## config.mk

```make
export PLATFORM = sky130hd
export DESIGN_NAME = fifo_sync_thresh
export DESIGN_NICKNAME = d
export VERILOG_FILES = /design/src/rtl/fifo_pkg.sv /design/src/rtl/fifo_mem.sv /design/src/rtl/fifo_sync_thresh.sv
export SDC_FILE = /design/constraint.sdc
export NUM_CORES = 1
export LEC_CHECK = 0
export ABC_AREA = 1
export CORE_ASPECT_RATIO = 2
export CORE_UTILIZATION = 45
export CTS_CLUSTER_SIZE = 14
export DETAILED_ROUTE_END_ITERATION = 12
export PLACE_DENSITY = 0.68
export SLEW_MARGIN = 40
export SYNTH_ARGS = -nofsm -noshare
export SYNTH_HDL_FRONTEND = slang
export SYNTH_SLANG_ARGS = --single-unit
```

## constraint.sdc

```tcl
create_clock -name clk -period 2.2 [get_ports clk]
set_input_delay 0.22 -clock clk [delete_from_list [all_inputs] [get_ports clk]]
set_output_delay 0.22 -clock clk [all_outputs]
set_load 0.01 [all_outputs]
```

## src/rtl/fifo_pkg.sv

```systemverilog
// Shared definitions for the threshold FIFO: count-width helper and a status bundle
// so flag decoding can be reused by neighbouring blocks.
package fifo_pkg;

  function automatic int cnt_width(input int depth);
    return $clog2(depth + 1);
  endfunction

  typedef struct packed {
    logic empty;
    logic full;
    logic almost_empty;
    logic almost_full;
    logic overflow;
    logic underflow;
  } fifo_status_t;

endpackage

```

## src/rtl/fifo_mem.sv

```systemverilog
// DEPTH x WIDTH storage with one synchronous write port and one asynchronous read port.
module fifo_mem #(
  parameter int DEPTH = 8,
  parameter int WIDTH = 8,
  parameter int PTR_W = 3
) (
  input  logic             clk,
  input  logic             i_we,
  input  logic [PTR_W-1:0] i_waddr,
  input  logic [WIDTH-1:0] i_wdata,
  input  logic [PTR_W-1:0] i_raddr,
  output logic [WIDTH-1:0] o_rdata
);

  logic [WIDTH-1:0] r_mem [DEPTH];

  // NOTE: storage has no reset; pointers and count define validity, so contents never need clearing.
  always_ff @(posedge clk) begin
    if (i_we) r_mem[i_waddr] <= i_wdata;
  end

  assign o_rdata = r_mem[i_raddr];

endmodule

```

## src/rtl/fifo_sync_thresh.sv

```systemverilog
// Single-clock FIFO of any depth with occupancy count, programmable almost flags,
// sticky overflow/underflow, synchronous flush and FWFT or registered read data.
module fifo_sync_thresh
  import fifo_pkg::*;
#(
  parameter int DEPTH    = 8,
  parameter int WIDTH    = 8,
  parameter int AF_LEVEL = DEPTH - 1,
  parameter int AE_LEVEL = 1,
  parameter bit FWFT     = 1'b1,
  localparam int CNT_W   = cnt_width(DEPTH)
) (
  input  logic             clk,
  input  logic             rstn,
  input  logic             flush,
  input  logic             push,
  input  logic             pop,
  input  logic [WIDTH-1:0] write,
  output logic [WIDTH-1:0] read,
  output logic [CNT_W-1:0] count,
  output logic             empty,
  output logic             full,
  output logic             almost_empty,
  output logic             almost_full,
  input  logic             err_clr,
  output logic             overflow,
  output logic             underflow
);

  localparam int PTR_W = $clog2(DEPTH);
  localparam logic [PTR_W-1:0] LAST_PTR = PTR_W'(DEPTH - 1);

  if (DEPTH < 2) begin : g_bad_depth
    $error("fifo_sync_thresh: DEPTH must be >= 2");
  end
  if (AF_LEVEL < 1 || AF_LEVEL > DEPTH) begin : g_bad_af
    $error("fifo_sync_thresh: AF_LEVEL must be in 1..DEPTH");
  end
  if (AE_LEVEL < 0 || AE_LEVEL >= DEPTH) begin : g_bad_ae
    $error("fifo_sync_thresh: AE_LEVEL must be in 0..DEPTH-1");
  end

  logic [PTR_W-1:0] r_wptr, r_rptr;
  logic [CNT_W-1:0] r_count;
  logic             r_overflow, r_underflow;
  logic             w_pop_ok, w_push_ok, w_we;
  logic [WIDTH-1:0] w_rdata;
  fifo_status_t     w_status;

  function automatic logic [PTR_W-1:0] ptr_inc(input logic [PTR_W-1:0] p);
    return (p == LAST_PTR) ? '0 : p + 1'b1;
  endfunction

  always_comb begin
    w_status.empty        = (r_count == '0);
    w_status.full         = (r_count == CNT_W'(DEPTH));
    w_status.almost_empty = (r_count <= CNT_W'(AE_LEVEL));
    w_status.almost_full  = (r_count >= CNT_W'(AF_LEVEL));
    w_status.overflow     = r_overflow;
    w_status.underflow    = r_underflow;
  end

  // A pop frees a slot on the same edge, so a full FIFO still takes a push alongside a pop.
  assign w_pop_ok  = pop && !w_status.empty;
  assign w_push_ok = push && (!w_status.full || w_pop_ok);
  assign w_we      = w_push_ok && rstn && !flush;

  // NOTE: sequential state uses non-blocking assignments so every register sees pre-edge values.
  always_ff @(posedge clk) begin
    if (!rstn || flush) begin
      r_wptr  <= '0;
      r_rptr  <= '0;
      r_count <= '0;
    end else begin
      if (w_push_ok) r_wptr <= ptr_inc(r_wptr);
      if (w_pop_ok)  r_rptr <= ptr_inc(r_rptr);
      r_count <= r_count + CNT_W'(w_push_ok) - CNT_W'(w_pop_ok);
    end
  end

  // Flush leaves the sticky errors alone; a fresh error outranks err_clr.
  always_ff @(posedge clk) begin
    if (!rstn) begin
      r_overflow  <= 1'b0;
      r_underflow <= 1'b0;
    end else begin
      if (!flush && push && !w_push_ok) r_overflow <= 1'b1;
      else if (err_clr)                 r_overflow <= 1'b0;
      if (!flush && pop && !w_pop_ok)   r_underflow <= 1'b1;
      else if (err_clr)                 r_underflow <= 1'b0;
    end
  end

  fifo_mem #(
    .DEPTH(DEPTH),
    .WIDTH(WIDTH),
    .PTR_W(PTR_W)
  ) u_mem (
    .clk    (clk),
    .i_we   (w_we),
    .i_waddr(r_wptr),
    .i_wdata(write),
    .i_raddr(r_rptr),
    .o_rdata(w_rdata)
  );

  if (FWFT) begin : g_fwft
    assign read = w_rdata;
  end else begin : g_reg_read
    logic [WIDTH-1:0] r_read;
    always_ff @(posedge clk) begin
      if (!rstn || flush) r_read <= '0;
      else if (w_pop_ok)  r_read <= w_rdata;
    end
    assign read = r_read;
  end

  assign count        = r_count;
  assign empty        = w_status.empty;
  assign full         = w_status.full;
  assign almost_empty = w_status.almost_empty;
  assign almost_full  = w_status.almost_full;
  assign overflow     = w_status.overflow;
  assign underflow    = w_status.underflow;

endmodule

```

# After elaboration in Yosys (flattened, before gate mapping)

Memory sizes are Yosys's and may differ from the RTL's. A register that Yosys moved wholly into a read port is not among the register bits.
Cells that the tools add are included.

Add/sub/neg operators: 4
Magnitude comparators: 2
Equal/unequal tests: 3
Muxes and demuxes: 9
Reduce and logical (&&, ||, !) cells: 19

Operators by type and width:

| kind                                                                              | number |
|---|---|
| 3-bit two-way mux                                                                 | 4 |
| 1-bit logical AND                                                                 | 8 |
| 3-bit by 1-bit adder with 3-bit output (second input constant)                    | 2 |
| 3-bit equality test (second input constant)                                       | 2 |
| 1-bit zero test                                                                   | 6 |
| 1-bit two-way mux                                                                 | 5 |
| 4-bit by 1-bit adder with 4-bit output                                            | 1 |
| 4-bit equality test (second input constant)                                       | 1 |
| 4-bit by 3-bit >= comparator with 1-bit output (second input constant)            | 1 |
| 4-bit by 1-bit less-or-equal comparator with 1-bit output (second input constant) | 1 |
| 4-bit zero test                                                                   | 1 |
| 2-bit nonzero test                                                                | 2 |
| 4-bit by 1-bit subtractor with 4-bit output                                       | 1 |
| 1-bit logical OR                                                                  | 2 |

Register bits: 12
Bits in writable memories: 64
Input port bits: 14
Output and inout bits: 18
Memories kept: 1

Memories:

| memory      | depth | bits a word | read ports | clocked after Yosys merged registers in | write ports | line           | RTL |
|---|---|---|---|---|---|---|---|
| u_mem.r_mem | 8     | 8           | 1          | 1                                       | 1           | fifo_mem.sv:15 | `logic [WIDTH-1:0] r_mem [DEPTH];` |

# Longest topological paths before layout

Gate-level depths: netlist (run 1).

Depth after elaboration: 9
Mapped depth: 13
Gate-level depth less buffers: 13

# By module

Synthesis (run 1) repeated with hierarchy kept, for this count alone.

Cells, all modules: 388
Area total of the unflattened synthesis: 3631.0 um^2

Modules (own cells, without submodules):

| module           | times used | cells each | area each (um^2) |
|---|---|---|---|
| fifo_mem         | 1          | 295        | 2890.3 |
| fifo_sync_thresh | 1          | 93         | 740.7 |

# Worst setup path after synthesis (run 1)

Ideal clock, no wire load.

Path type: register to register
From: register r_count[2], in the netlist count[2]
To: register r_count[2], in the netlist count[2]
Library setup time: 118 ps
Arrival: 2068 ps
Required time: 2082 ps
Setup slack: 14 ps
Cell stages (with the launch flop): 13
Path buffers: 0
Cell sequence: dfxtp_1 > inv_1 > ha_1 > nand2_2 > nand2_4 > nand2_8 > nand2_4 > ha_1 > inv_1 > ha_1 > fa_1 > xnor2_1 > nor2_1

Longest elaborated chain between the ends: 7
Elaborated cells on any way between the ends: 9

RTL lines:

| element                                       | line                   | RTL |
|---|---|---|
| start, declared                               | fifo_sync_thresh.sv:44 | `logic [CNT_W-1:0] r_count;` |
| start signal, assigned                        | fifo_sync_thresh.sv:77 | `r_count <= r_count + CNT_W'(w_push_ok) - CNT_W'(w_pop_ok);` |
| 4-bit zero test                               | fifo_sync_thresh.sv:55 | `w_status.empty = (r_count == '0);` |
| 1-bit zero test                               | fifo_sync_thresh.sv:64 | `assign w_pop_ok = pop && !w_status.empty;` |
| 1-bit logical AND                             | fifo_sync_thresh.sv:64 |  |
| 1-bit logical OR                              | fifo_sync_thresh.sv:65 | `assign w_push_ok = push && (!w_status.full \|\| w_pop_ok);` |
| 1-bit logical AND                             | fifo_sync_thresh.sv:65 |  |
| 4-bit by 1-bit adder with 4-bit output        | fifo_sync_thresh.sv:77 |  |
| 4-bit by 1-bit subtractor with 4-bit output * | fifo_sync_thresh.sv:77 |  |

Mark *: on every way between the ends. The rest lies on a longest branch, timed or not.
A chain may end at the register's enable or synchronous reset.

# Worst setup path in the final report (run 1)

From: register r_count[2], in the netlist count[2]
To: register r_count[1], in the netlist count[1]

The elaborated chain is that of the path after synthesis.

==> flow_metrics.tcl, run 1 <==
set metrics [dict create \
    mostFrequentLayoutCell "edfxtp_1" \
    seq_area_frac_synth_pct 64.89 \
    yosysWarnings 0 \
    synthToLayoutAreaGrowth_pct 23.57 \
    drv_cap 0 \
    synth_area_leaders "edfxtp_1, dfxtp_1, nor2_1, ha_1, nand2_1" \
    grt_max_degree 23 \
    final_cell_mix "edfxtp_1, nor2_1, nand2_1" \
    fp.dieW_um 63.69 \
    cp_cell_sequence "inv_2 -> ha_1 -> inv_1 -> nor2_4 -> nand2_8 -> nand2_4 -> ha_1 -> inv_1 -> ha_2 -> fa_2 -> inv_1 -> nor2_1" \
    required_ns 2.45 \
    io_buffers 31 \
    avgSynthCellArea_um2 11.65 \
    detail-route-antenna-nets 0 \
    clock_skew_ns 0.004232 \
    drtIter0Drc 88 \
    dpl.hpwl_um 4973 \
    hold_viol 0 \
    synth_top_cell_by_area "edfxtp_1" \
    num_rows 44 \
    drc 0 \
    pin_count 32 \
    cts_tree "yes" \
    core_mm2 0.007322 \
    synth-seq-cells 79 \
    clk_pin_slew_ns 0.06 \
    critPathMaxFanout 4 \
    fin_nets 375 \
    dr.pass1.iters 4 \
    vias 2309 \
    place_congestion 0.7818 \
    grt.overflow.total 0 \
    worstHoldPathType "flop to flop" \
    root_buffer "clkbuf_16" \
    wl_per_cell_um 15.84 \
    critPathMostFrequentCell "inv_1" \
    power_leakage_nw 1.590 \
    crit_slowest_cell "fa_2" \
    powerDensity_mw_per_mm2 807.2 \
    grt_usage_pct 19.03 \
    vdd_drop_max_mv 0.5508 \
    worstPathArrival_ns 2.38 \
    drive_above_1_share_pct 18.70 \
    path_class "flop to flop" \
    die_y_um 125.4 \
    htree_levels 3 \
    period_share_pct 96.85 \
    end_kind "flop" \
    timing.slew.headroom_pct 75.13 \
    period_minus_slack_ns 2.131 \
    syn_area_mm2 0.003425 \
    max-clock-path-buffers 2 \
    initial_utilization_pct 46.77 \
    grt_pass1_vias 2293 \
    grt_pass1_wl_um 11100 \
    startpoint_type "flop" \
    path_buf_inv 4 \
    power.total_mw 3.416 \
    dieArea_mm2 0.007984 \
    clock-sinks 79 \
    worst_slew_pin_slew_ns 0.3726 \
    ys_types 29 \
    finalSetupViolCount 0 \
    fin_setup_tns_ns 0 \
    vias_per_cell 5.189 \
    antenna_found_initial 0 \
    drv_slew 0 \
    yosysTopAreaCellShare_pct 56.12 \
    fmax_mhz 469.3 \
    routed_wl_um 7048 \
    synth_fp_nets 321 \
    clock_latency_ns 0.32 \
    cts-hold-fix-buffers 0 \
    slowest_delay_ns 0.53 \
    syn_inst 294 \
    diodes 0 \
    cts_made_buffers 9 \
    worst_path_dominant_cell_family "adder cells" \
    run_status "complete, no violations" \
]
final timing paths:
path	startpoint	to	slack (ns)	depth (start not counted)
setup / recovery	count[2]	count[1]	0.07	12
hold / removal	overflow	overflow	0.51	2
setup reg to reg	count[2]	count[1]	0.07	12
hold reg to reg	overflow	overflow	0.51	2
per-layer routing:
layer | wire length (um) | track usage (%) | vias up
met5 | 0 | 0 | -
met2 | 4273 | 37.86 | 45
met3 | 213 | 3.741 | 8
li1 | - | - | 1132
met1 | 2469 | 18.17 | 1124
met4 | 93 | 6.952 | 0
logic make-up (layout without fill, tap and decap cells):
family          Yosys count  in the layout  share of synthesized area, %
simple gates            108            108                         14.47
fa+ha+maj                13             13                         4.969
compound gates           60             60                         10.52
buf+inv                  33             92                         4.896
flops                    79             79                         64.89
xor+xnor                  1              1                        0.2558
what timing repair did:
action / 4_1_cts / 5_1_grt
endpoints found under the hold margin: 0 / 0
pin swaps: 0 / 2
endpoints found under the setup margin: 2 / 4
cloned: 0 / 0
setup buffers: 0 / 0
gates resized for setup: 1 / 8
flip-flops by register name, indices dropped and copies added, names as in the netlist, named ones only:
register     flops
underflow        1
r_rptr           3
overflow         1
r_wptr           3
u_mem.r_mem     64
count            4
Yosys cell counts, drive strengths merged:
cell and n:
xnor2 1, o21ai 37, nor2 51, dfxtp 15, inv 23, fa 1
edfxtp 64, nand3b 2, nand2 44, o22ai 16, nand4 1, buf 9
ha 12, nand3 6, nor3 4, a21o 1, a21oi 6, clkbuf 1
layout make-up:
class / instances / area, um2
Multi-Input combinational cell: 182 / 1057
Clock inverter: 6 / 27.53
Tap cell: 92 / 115.1
Clock buffer: 10 / 229.0
Timing Repair Buffer: 53 / 491.7
Sequential cell: 79 / 2225
Fill cell: 609 / 3090
Inverter: 23 / 86.33
worst reg2reg max path, stage by stage (launching register included):
cell,delay (ns)
dfxtp_1,0.34
inv_2,0.07
ha_1,0.19
inv_1,0.09
nor2_4,0.07
nand2_8,0.07
nand2_4,0.05
ha_1,0.27
inv_1,0.04
ha_2,0.19
fa_2,0.53
inv_1,0.04
nor2_1,0.11
power breakdown:
group	total (mW)	switching [mW]	internal (mW)
Clock	1.25	0.504	0.746
Combinational	0.498	0.266	0.232
Sequential	1.67	0.0226	1.65
Total	3.42	0.793	2.62
metrics by stage:
stage / instances / util, % / cell area [um2] / hold slack (ns) / worst slack [ns]
floorplan: 294 / - / 3425 / 0.3189 / 0.01359
CTS: 445 / 57.43 / 4205 / 0.5051 / 0.005433
finish: 445 / 57.79 / 4232 / 0.5127 / 0.06939
global placement: 429 / 53.90 / 3946 / 0.4798 / 0.03760
detailed placement: 429 / 53.90 / 3946 / 0.4971 / -0.03538
global route: 445 / 57.79 / 4232 / 0.5266 / -0.009071
(Power assumes the default switching activity.)
==> run 2: changes to the inputs <==
HOLD_SLACK_MARGIN = 0.03   (was default)
==> results of run 2 <==
The final DEF is identical to that of run 1; final timing and power are the same.
